[config.mk]
export PLATFORM = sky130hd
export DESIGN_NAME = fetch_control_flat
export DESIGN_NICKNAME = d
export VERILOG_FILES = /design/src/rtl/fetch_control_if.sv /design/src/rtl/fetch_control.sv /design/src/flat_wrapper.sv
export SDC_FILE = /design/constraint.sdc
export NUM_CORES = 1
export LEC_CHECK = 0
export CORE_ASPECT_RATIO = 1.25
export CORE_MARGIN = 1
export CORE_UTILIZATION = 47
export CTS_BUF_LIST = sky130_fd_sc_hd__clkbuf_2
export DETAILED_ROUTE_END_ITERATION = 6
export PLACE_DENSITY = 0.94
export SYNTH_ARGS = -nofsm -noshare
export SYNTH_HDL_FRONTEND = slang
export SYNTH_SLANG_ARGS = --single-unit
[constraint.sdc]
create_clock -name clock -period 4.9 [get_ports clock]
set_input_delay 1.225 -clock clock [delete_from_list [all_inputs] [get_ports clock]]
set_output_delay 1.225 -clock clock [all_outputs]
set_load 0.005 [all_outputs]
[src/rtl/fetch_control_if.sv]
// rtl/fetch_control_if.sv - instruction memory request/response bundle
interface fetch_control_if;
    logic        imem_req;
    logic [31:0] imem_addr;
    logic        imem_ready;
    logic        imem_rvalid;
    logic [31:0] imem_rdata;

    // fetch side issues requests and receives instruction words
    modport master (
        output imem_req,
        output imem_addr,
        input  imem_ready,
        input  imem_rvalid,
        input  imem_rdata
    );

    // memory side accepts requests and returns instruction words
    modport slave (
        input  imem_req,
        input  imem_addr,
        output imem_ready,
        output imem_rvalid,
        output imem_rdata
    );
endinterface

[src/rtl/fetch_control.sv]
// rtl/fetch_control.sv - four-state instruction fetch and PC-update decoder
module fetch_control (
    input  logic              clock,
    input  logic              reset,
    input  logic [31:0]       pc,
    input  logic              stall,
    input  logic              br_taken,
    fetch_control_if.master   imem,
    output logic              pc_en,
    output logic [1:0]        func,
    output logic [21:0]       offset,
    output logic [4:0]        rs1,
    output logic [31:0]       instr,
    output logic              instr_valid,
    output logic              illegal
);

    typedef enum logic [1:0] {
        ST_IDLE   = 2'd0,
        ST_REQ    = 2'd1,
        ST_WAIT   = 2'd2,
        ST_DECODE = 2'd3
    } state_t;

    localparam logic [6:0] OP_JAL    = 7'b1101111;
    localparam logic [6:0] OP_JALR   = 7'b1100111;
    localparam logic [6:0] OP_BRANCH = 7'b1100011;

    state_t      state_q;
    logic        imem_req_q;
    logic [31:0] imem_addr_q;
    logic        pc_en_q;
    logic        instr_valid_q;
    logic        illegal_q;
    logic [1:0]  func_q;
    logic [21:0] offset_q;
    logic [4:0]  rs1_q;
    logic [31:0] instr_q;

    logic [1:0]  func_d;
    logic [21:0] offset_d;
    logic [4:0]  rs1_d;
    logic        illegal_d;

    // Decode the word arriving on the read bus so the results can be registered
    // on the same edge that captures it; br_taken is taken from that edge too.
    always_comb begin
        func_d    = 2'b00;
        offset_d  = 22'd0;
        rs1_d     = 5'd0;
        illegal_d = 1'b0;
        if (imem.imem_rdata[1:0] != 2'b11) begin
            illegal_d = 1'b1;
        end else begin
            case (imem.imem_rdata[6:0])
                OP_JAL: begin
                    func_d   = 2'b01;
                    offset_d = {imem.imem_rdata[31], imem.imem_rdata[31],
                                imem.imem_rdata[19:12], imem.imem_rdata[20],
                                imem.imem_rdata[30:21], 1'b0};
                end
                OP_JALR: begin
                    func_d   = 2'b10;
                    rs1_d    = imem.imem_rdata[19:15];
                    offset_d = {{10{imem.imem_rdata[31]}}, imem.imem_rdata[31:20]};
                end
                OP_BRANCH: begin
                    if (br_taken) begin
                        func_d   = 2'b01;
                        offset_d = {{10{imem.imem_rdata[31]}}, imem.imem_rdata[7],
                                    imem.imem_rdata[30:25], imem.imem_rdata[11:8], 1'b0};
                    end
                end
                default: begin
                    func_d = 2'b00;
                end
            endcase
        end
    end

    // Fetch sequencer with registered bus and decode outputs; the pulses only
    // live for the single DECODE cycle and async reset abandons any fetch.
    always_ff @(posedge clock or negedge reset) begin
        if (!reset) begin
            state_q       <= ST_IDLE;
            imem_req_q    <= 1'b0;
            imem_addr_q   <= 32'd0;
            pc_en_q       <= 1'b0;
            instr_valid_q <= 1'b0;
            illegal_q     <= 1'b0;
            func_q        <= 2'b00;
            offset_q      <= 22'd0;
            rs1_q         <= 5'd0;
            instr_q       <= 32'd0;
        end else begin
            pc_en_q       <= 1'b0;
            instr_valid_q <= 1'b0;
            illegal_q     <= 1'b0;
            case (state_q)
                ST_IDLE: begin
                    if (!stall) begin
                        state_q     <= ST_REQ;
                        imem_req_q  <= 1'b1;
                        imem_addr_q <= pc;
                    end
                end
                ST_REQ: begin
                    if (imem.imem_ready) begin
                        state_q    <= ST_WAIT;
                        imem_req_q <= 1'b0;
                    end
                end
                ST_WAIT: begin
                    if (imem.imem_rvalid) begin
                        state_q       <= ST_DECODE;
                        instr_q       <= imem.imem_rdata;
                        func_q        <= func_d;
                        offset_q      <= offset_d;
                        rs1_q         <= rs1_d;
                        illegal_q     <= illegal_d;
                        pc_en_q       <= 1'b1;
                        instr_valid_q <= 1'b1;
                    end
                end
                ST_DECODE: begin
                    state_q <= ST_IDLE;
                end
                default: begin
                    state_q    <= ST_IDLE;
                    imem_req_q <= 1'b0;
                end
            endcase
        end
    end

    assign imem.imem_req  = imem_req_q;
    assign imem.imem_addr = imem_addr_q;
    assign pc_en          = pc_en_q;
    assign instr_valid    = instr_valid_q;
    assign illegal        = illegal_q;
    assign func           = func_q;
    assign offset         = offset_q;
    assign rs1            = rs1_q;
    assign instr          = instr_q;

endmodule
[src/flat_wrapper.sv]
// flat-port wrapper written by rule: the top's interface ports become plain ports
module fetch_control_flat 
  (clock, reset, pc, stall, br_taken, pc_en, func, offset, rs1, instr, instr_valid, illegal, imem_imem_req, imem_imem_addr, imem_imem_ready, imem_imem_rvalid, imem_imem_rdata);
  fetch_control_if imem_i ();
  input  logic clock;
  input  logic reset;
  input  logic [31:0] pc;
  input  logic stall;
  input  logic br_taken;
  output logic pc_en;
  output logic [1:0] func;
  output logic [21:0] offset;
  output logic [4:0] rs1;
  output logic [31:0] instr;
  output logic instr_valid;
  output logic illegal;
  output wire logic [$bits(imem_i.imem_req)-1:0] imem_imem_req;
  output wire logic [$bits(imem_i.imem_addr)-1:0] imem_imem_addr;
  input wire logic [$bits(imem_i.imem_ready)-1:0] imem_imem_ready;
  input wire logic [$bits(imem_i.imem_rvalid)-1:0] imem_imem_rvalid;
  input wire logic [$bits(imem_i.imem_rdata)-1:0] imem_imem_rdata;
  assign imem_imem_req = imem_i.imem_req;
  assign imem_imem_addr = imem_i.imem_addr;
  assign imem_i.imem_ready = imem_imem_ready;
  assign imem_i.imem_rvalid = imem_imem_rvalid;
  assign imem_i.imem_rdata = imem_imem_rdata;
  fetch_control u_core (.clock(clock), .reset(reset), .pc(pc), .stall(stall), .br_taken(br_taken), .imem(imem_i), .pc_en(pc_en), .func(func), .offset(offset), .rs1(rs1), .instr(instr), .instr_valid(instr_valid), .illegal(illegal));
endmodule
Word-level counts from Yosys, hierarchy flattened
Cells that the tools add are included.
{ "totals": {"output_inout_bits": 97, "regBits": 98, "wordCells": 46, "inputBits": 70} }
{ "classes": {"n_eq_ne": 10, "bitwise": 1, "muxes": 20, "reduce_logical": 6} }
{ "op_table": {"columns": ["cell", "n"], "rows": [
  ["one-hot mux 22 bit (3 select lines)", 1],
  ["2-to-1 mux 22 bit", 2],
  ["== test 7 bit, second input constant", 3],
  ["2-to-1 mux 5 bit", 2],
  ["2-to-1 mux 1 bit", 8],
  ["2-to-1 mux 2 bit", 4],
  ["!= test 2 bit, second input constant", 4],
  ["one-hot mux 2 bit (4 select lines)", 1],
  ["one-hot mux 2 bit (3 select lines)", 1],
  ["AND reduction 3 bit", 2],
  ["== test 2 bit, second input constant", 2],
  ["AND reduction 2 bit", 2],
  ["== test 2 x 1 -> 1 bit, second input constant", 1],
  ["zero test 2 bit", 1],
  ["one-hot mux 1 bit (2 select lines)", 1],
  ["nonzero test 2 bit", 1],
  ["inverter 1 bit", 1]
]} }

Longest topological paths before layout
Gate-level depths: netlist of run 1.
{ "logic_depth": {"ltp_word": 4, "ltp_mapped": 7, "ltp_nobuf": 6} }

Least setup slack after synthesis of run 1
Ideal clock, no wire load.
{ "synth_timing": {"kind": "input -> register", "startpoint": "input imem_imem_rdata[0]", "endpoint": "register u_core.rs1_q[1] (netlist: u_core.rs1[1])", "setup_slack_ns": 2.631, "stages": 6, "t_arrival_ns": 2.148, "n_path_buf": 2, "path_cell_list": "and4b_4 -> and3_4 -> buf_6 -> and3_4 -> buf_6 -> a22o_1"} }
{ "synth_via": {"elab_chain_len": 3} }
{ "synth_lines": {"columns": ["item", "line_no", "text"], "rows": [
  ["start, declared", "flat_wrapper.sv:21", "input wire logic [$bits(imem_i.imem_rdata)-1:0] imem_imem_rdata;"],
  ["== test 7 bit", "fetch_control.sv:55", "case (imem.imem_rdata[6:0])"],
  ["2-to-1 mux 5 bit", "fetch_control.sv:55", null],
  ["2-to-1 mux 5 bit *", "fetch_control.sv:52", "if (imem.imem_rdata[1:0] != 2'b11) begin"],
  ["end signal, assigned", "fetch_control.sv:119", "rs1_q <= rs1_d;"],
  ["end, declared", "fetch_control.sv:37", "logic [4:0] rs1_q;"]
]} }
Every way passes the cells marked *; elsewhere a longest branch is shown, timed or not.
A chain may end at the register's enable or synchronous reset.

Worst setup path after layout of run 1
{ "layout_timing": {"startpoint": "register u_core.offset_q[20] (netlist: u_core.offset[20])", "endpoint": "output offset[20]"} }
{ "layout_lines": {"columns": ["item", "line_no", "text"], "rows": [
  ["start, declared", "fetch_control.sv:36", "logic [21:0] offset_q;"],
  ["start signal, assigned", "fetch_control.sv:118", "offset_q <= offset_d;"],
  ["end, declared", "flat_wrapper.sv:12", "output logic [21:0] offset;"]
]} }
No word-level cell between the ends.

==> results.ini, run 1 <==
[synth]
netlist_top_cells_area=dfrtp_1 (64%), nand2_1 (12%), mux2_2 (10%)
postSynthCellCount=340
synth_warnings=0
synth_area_per_cell_um2=11.2
ys_types=27
syn-cell-area_mm2=0.00382
syn_nets=414
yosysSeqAreaShare_pct=63.5
synth_seq_cells=97
yosys.area.top_type=dfrtp_1
synth_top_area_share_pct=63.5

[clock_network]
h-tree-depth=3
path_clk_slew_ps=260
post_cts_resized=0
root_buffer=clkbuf_2
cts_sinks=97
cts-buffers-inserted=9
postCtsSetupBuffers=0
clkLatencyLatePin_ps=540
cts_tree=done
cts_buffer_depth=2
ctsHoldBuffers=0

[routing]
routed-via-count=3040
wl_per_cell_um=15.6
viasPerCell=5.06
firstDrtPassIters=4
drc=0
drt_iter0_drc=101
ant_nets=0
routed_wl_um=9390

[worst_setup_path]
critPathArrivalTime_ps=1490
crit_family=buffers and inverters
startpoint_type=flop
crit_buf_inv=1
path_cells=clkdlybuf4s50_1
crit_path_end_kind=output port
critPathKind=flop to output port
max_stage_delay_ps=510
worstPathRequired_ps=3670
crit_fanout=3
crit_slowest_cell=clkdlybuf4s50_1
worst-r2r-setup-slack_ps=2800

[layout]
fill_cells=583
area_growth_pct=48.1
final_common_cell=clkdlybuf4s50_1
diodes=0
drive_gt1_share_pct=11.5
fin_nets=575
final_cell_mix=clkdlybuf4s50_1 (165), nand2_1 (119), dfrtp_1 (97)

[global_routing]
antenna_found_initial=0
grtUsageTotal_pct=23.2
grt_max_degree=64
grt_pass1_vias=3061
grt_first_pass_wirelength_um=14600
gr-total-overflow=0

[floorplan]
start_util_pct=48.7
fp.coreArea_mm2=0.00784
ios=167
die_w_um=82.6
rows=36
dieHeight_um=103
die-area_mm2=0.00849

[timing]
finalSetupTns_ps=0
worst_slew_pin_slew_ps=779
hold_violations=0
period_needed_ps=2720
max_freq_mhz=368
period_share_pct=55.5
setup_viol=0
drv_slew=0
fin_skew_ps=35.9
rsz0062_at_grt=no
fin_ws_ps=2180
max_slew_margin_pct=48.0

[placement]
pre_cts_slack_ps=1820
io_buffers=166
dp_hpwl_um=7010
finalWeightedCongestion=0.796

[power_and_ir_drop]
power_mw=2.79
power_density_mw_per_mm2=493
leakagePower_nw=2.55
irDropWorstVdd_mv=0.359

[status]
status=complete, no violations

[min_path]
hp-class=flop to flop

[run]
maxCapViolations=0

## per-layer routing
layer,routed length [um],vias up,global-route usage (%)
li1,-,1451,-
met1,3810,1441,29.1
met2,4610,132,37.9
met3,801,16,5.40
met4,161,0,10.9
met5,0,-,0
## where the power goes
group,switching [mW],internal (mW)
Combinational,0.421,0.725
Clock,0.254,0.167
Sequential,0.147,1.08
## synth_stat cells
master,n
a21o_1,1
a21oi_1,11
a22o_1,6
a22oi_1,5
and2_1,1
and3_4,2
and4b_1,1
and4b_4,1
buf_1,1
buf_2,5
buf_4,2
buf_6,2
clkbuf_1,10
clkinv_1,1
dfrtp_1,97
ha_1,4
inv_1,5
mux2_2,34
nand2_1,119
nand2_2,1
nand4_1,1
nor2b_1,2
o2111ai_1,1
o211a_1,1
o211ai_1,1
o21ai_0,24
o32a_1,1
## through the flow
stage | hold slack, ps | util [%] | instances | cell area, um2
after CTS | 517 | 72.2 | 601 | 5660
after global routing | 538 | 72.2 | 601 | 5660
after floorplan | 470 | - | 340 | 3820
after global placement | 457 | 70.5 | 585 | 5530
after detailed placement | 461 | 70.5 | 585 | 5530
final | 511 | 72.2 | 601 | 5660
## final cells by class
type,instances,area (um2),share of cell area [%]
multi-input cells,217,1270,22.4
inverters,6,22.5,0.398
repair buffers,170,1690,29.8
well taps,95,119,2.10
clock buffers,10,50.0,0.884
flip-flops and latches,97,2430,42.9
clock inverters,6,82.6,1.46
## worst min-delay path, stage by stage (launching register included)
cell     delay (ps)
dfrtp_1         390
nand2_1          50
o21ai_0          60
## worst paths after layout
kind	start	end	cells past startpoint
max	u_core.offset[20]	offset[20]	1
min	u_core.offset[13]	u_core.offset[13]	2
max reg2reg	u_core.state_q[0]	u_core.offset[16]	7
min reg2reg	u_core.offset[13]	u_core.offset[13]	2
max in group asynchronous	reset	u_core.imem.imem_req	2
min in group asynchronous	reset	u_core.pc_en	1
## flip-flops by register name, summed over array words and instances (netlist names)
signal / count
u_core.func: 2
u_core.illegal: 1
u_core.imem.imem_addr: 32
u_core.imem.imem_req: 1
u_core.instr: 32
u_core.offset: 21
u_core.pc_en: 1
u_core.rs1: 5
u_core.state_q: 2
## cells by family (layout without fill, tap and decap cells)
| group | after synthesis | in the layout | share of synthesized area (%) |
|---|---|---|---|
| buf+inv | 26 | 192 | 3.31 |
| fa+ha+maj | 4 | 4 | 1.31 |
| simple gates | 128 | 128 | 13.7 |
| compound gates | 51 | 51 | 8.09 |
| flops | 97 | 97 | 63.5 |
| mux | 34 | 34 | 10.0 |
Power figures use the tool's default switching activity.
==> run 2: changes to the inputs <==
- CORE_UTILIZATION: 47 -> 39
- PLACE_DENSITY: 0.94 -> 0.84
- clock period: 4.9 -> 2.39 ns (I/O delays scaled with it)
==> results.ini, run 2 (synthesis results as in run 1) <==
[clock_network]
cts_sinks=97
post_cts_resized=0
path_clk_slew_ps=260
root_buffer=clkbuf_2
clkLatencyLatePin_ps=550
cts-buffers-inserted=9
ctsHoldBuffers=0
cts_buffer_depth=2
cts_tree=done
postCtsSetupBuffers=0
h-tree-depth=3

[placement]
place_inst=618
dp_hpwl_um=7020
finalWeightedCongestion=0.772
io_buffers=166

[worst_setup_path]
crit_fanout=2
max_stage_delay_ps=520
startpoint_type=flop
r2r-start=u_core.state_q[0]
crit_buf_inv=1
crit_family=buffers and inverters
critPathKind=flop to output port
path_cells=clkdlybuf4s50_1
worstPathRequired_ps=1790
crit_path_start=u_core.instr[13]
critPathArrivalTime_ps=1510
crit_slowest_cell=clkdlybuf4s50_1
crit_path_end_kind=output port

[timing]
rsz0062_at_grt=no
drv_slew=0
hold_violations=0
finalSetupTns_ps=0
worst_slew_pin_slew_ps=644
period_share_pct=88.4
setup_viol=0
max_freq_mhz=474
period_needed_ps=2110
fin_skew_ps=32.9
max_slew_margin_pct=57.1
holdWs_ps=53.8

[power_and_ir_drop]
leakagePower_nw=2.57
irDropWorstVdd_mv=0.516
power_density_mw_per_mm2=1000
power_mw=5.75

[floorplan]
fp.coreArea_mm2=0.00956
die_w_um=90.5
rows=40
start_util_pct=40.0
die-area_mm2=0.0102
ios=167
dieHeight_um=113

[layout]
final_common_cell=clkdlybuf4s50_1
fin_nets=577
final_cell_mix=clkdlybuf4s50_1 (165), nand2_1 (119), dfrtp_1 (97)
fin_util_pct=60.1
regArea_mm2=0.00243
final-instance-count-excl-fill=634
multiInputGateArea_mm2=0.00127
area_growth_pct=50.3
fill_cells=804
diodes=0
drive_gt1_share_pct=12.0

[global_routing]
antenna_found_initial=0
gr-total-overflow=0
grt_first_pass_wirelength_um=15300
grtUsageTotal_pct=19.2
grt_max_degree=98
grt_pass1_vias=3102

[routing]
drc=0
routed-via-count=3049
ant_nets=0
wl_per_cell_um=15.2
viasPerCell=4.81
firstDrtPassIters=4
drt_iter0_drc=144
routed_wl_um=9630

[run]
maxCapViolations=0

[min_path]
hp-class=input port to asynchronous set/reset pin

[status]
status=complete, no violations

-- run 2: cell types whose count changed in the layout (fill, tap and decap cells not counted) --
cell	change
clkinvlp_4	-1
clkinv_4	+1
clkbuf_2	+1
buf_12	+2
clkinv_1	-1
-- run 2: where the power goes --
part / internal (mW) / total [mW] / switching (mW)
logic: 1.50 / 2.36 / 0.857
registers: 2.21 / 2.51 / 0.299
clock network: 0.353 / 0.884 / 0.532
total: 4.06 / 5.75 / 1.69
-- run 2: layout make-up --
class | instances | area share, %
tap | 126 | 2.75
clock buffer | 11 | 0.959
timing repair buffer | 172 | 30.1
clock inverter | 5 | 1.39
multi-input combinational | 217 | 22.1
sequential | 97 | 42.3
inverter | 6 | 0.392
-- run 2: routing by layer --
| metal | up-vias | share of wire (%) | global-route usage, % |
|---|---|---|---|
| met5 | - | 0 | 0 |
| met4 | 0 | 2.0 | 9.14 |
| met3 | 15 | 5.9 | 3.93 |
| met2 | 122 | 49 | 31.7 |
| met1 | 1463 | 43 | 24.3 |
| li1 | 1449 | - | - |
-- run 2: path summary, 6_finish.rpt --
path / to / slack, ps / depth (start not counted)
hold / removal: u_core.offset[16] / 50 / 2
min in group clock: u_core.instr[7] / 500 / 2
max in group asynchronous: u_core.offset[2] / 1950 / 2
setup reg to reg: u_core.instr[5] / 710 / 6
setup / recovery: instr[13] / 280 / 1
hold reg to reg: u_core.instr[7] / 500 / 2
-- run 2: per-stage QoR --
| stage | setup slack, ps | area, um2 |
|---|---|---|
| 2_1_floorplan | 748 | 3820 |
| 3_3_place_gp | 336 | 5610 |
| 3_5_place_dp | 225 | 5610 |
| 4_1_cts | 220 | 5740 |
| 5_1_grt | 168 | 5740 |
| 6_report | 278 | 5740 |
==> run 3: changes to the inputs <==
- CELL_PAD_IN_SITES_DETAIL_PLACEMENT: unset -> 0
- CELL_PAD_IN_SITES_GLOBAL_PLACEMENT: unset -> 1
- CORE_UTILIZATION: 39 -> 29
- PLACE_DENSITY: 0.84 -> 0.83
==> results.ini, run 3 (synthesis results as in run 1) <==
[worst_setup_path]
crit_fanout=3
startpoint_type=flop
r2r-start=u_core.state_q[0]
worst-r2r-setup-slack_ps=660
worstPathRequired_ps=1790
reg2reg_depth=5
path_cells=clkdlybuf4s50_1
crit_buf_inv=1
critPathKind=flop to output port
crit_family=buffers and inverters
max_stage_delay_ps=510
r2r-end=u_core.func[0]
critPathArrivalTime_ps=1520
crit_slowest_cell=clkdlybuf4s50_1
crit_path_end_kind=output port

[timing]
setup_viol=0
worst_slew_pin_slew_ps=650
fin_ws_ps=269
period_share_pct=88.7
fin_skew_ps=33.7
drv_slew=0
max_freq_mhz=472
max_slew_margin_pct=56.7
hold_violations=0
period_needed_ps=2120
holdWs_ps=52.3
finalSetupTns_ps=0
rsz0062_at_grt=no

[routing]
drc=0
routed-via-count=3044
viasPerCell=4.49
firstDrtPassIters=4
routed_wl_um=9770
drt_iter0_drc=115
wl_per_cell_um=14.4
ant_nets=0

[placement]
finalWeightedCongestion=0.750
pre_cts_slack_ps=274
place_inst=662
dpl_cell_area_mm2=0.00567
dp_hpwl_um=7220
io_buffers=166

[clock_network]
post_cts_resized=0
ctsHoldBuffers=0
cts-buffers-inserted=9
cts_tree=done
h-tree-depth=3
cts_sinks=97
root_buffer=clkbuf_2
path_clk_slew_ps=290
cts_buffer_depth=2
clkLatencyLatePin_ps=560
postCtsSetupBuffers=0

[status]
status=complete, no violations

[global_routing]
grt_pass1_vias=3183
grtUsageTotal_pct=15.1
grt_max_degree=98
gr-total-overflow=0
grt_first_pass_wirelength_um=15900
antenna_found_initial=0

[power_and_ir_drop]
p_sw_mw=1.69
seqPwrFrac_pct=43.2
irDropWorstVdd_mv=0.444
switching_share_pct=29.3
p_int_mw=4.08
p_comb_share_pct=41.2
power_mw=5.76
leakagePower_nw=2.58
pwr-share-clk_pct=15.6
power_density_mw_per_mm2=992

[layout]
drive_gt1_share_pct=12.5
fin_nets=579
fill_cells=1224
area_growth_pct=52.2
final-instance-count-excl-fill=678
diodes=0
final_common_cell=clkdlybuf4s50_1
fin_area_mm2=0.00581
fin_util_pct=45.5
final_cell_mix=clkdlybuf4s50_1 (165), nand2_1 (119), dfrtp_1 (97)

[floorplan]
start_util_pct=29.9
die_w_um=105
ios=167
dieHeight_um=130
rows=46
die-area_mm2=0.0136
fp.coreArea_mm2=0.0128

[run]
maxCapViolations=0

[min_path]
hp-class=input port to asynchronous set/reset pin

## run 3: cell count changes in the layout (fill, tap and decap cells not counted), sizes merged
cell,previous run,this run
buf,7,9
clkbuf,11,10
inv,5,6
## run 3: worst max-delay path by stage
stage                  startpoint               end  slack, ps  depth (start not counted)
2_1_floorplan  imem_imem_rdata[0]     u_core.rs1[1]        750                          6
3_3_place_gp   imem_imem_rdata[0]  u_core.offset[4]        290                          5
3_5_place_dp   imem_imem_rdata[1]  u_core.offset[3]        270                          5
4_1_cts         u_core.offset[20]        offset[20]        210                          1
5_1_grt         u_core.offset[20]        offset[21]        150                          1
6_report        u_core.offset[20]        offset[20]        270                          1
## run 3: power groups by stage
stage	Sequential [mW]	Combinational, mW	Clock, mW
floorplan	2.57	0.856	0
global placement	2.51	2.36	0
detailed placement	2.53	2.42	0
CTS	2.50	2.43	0.935
global route	2.58	2.62	1.00
finish	2.49	2.37	0.901
## run 3: area by class of cell
cell class | instances | area, um2 | share of cell area, %
well taps | 168 | 210 | 3.62
repair buffers | 174 | 1740 | 30.0
clock inverters | 6 | 90.1 | 1.55
clock buffers | 10 | 50.0 | 0.861
flip-flops and latches | 97 | 2430 | 41.8
inverters | 6 | 22.5 | 0.387
multi-input cells | 217 | 1270 | 21.8
## run 3: metal layers
metal | share of wire (%) | global-route usage (%) | vias to the layer above
li1 | - | - | 1447
met1 | 40 | 17.3 | 1451
met2 | 51 | 26.7 | 135
met3 | 7.4 | 3.90 | 11
met4 | 1.4 | 6.46 | 0
met5 | 0 | 0 | -
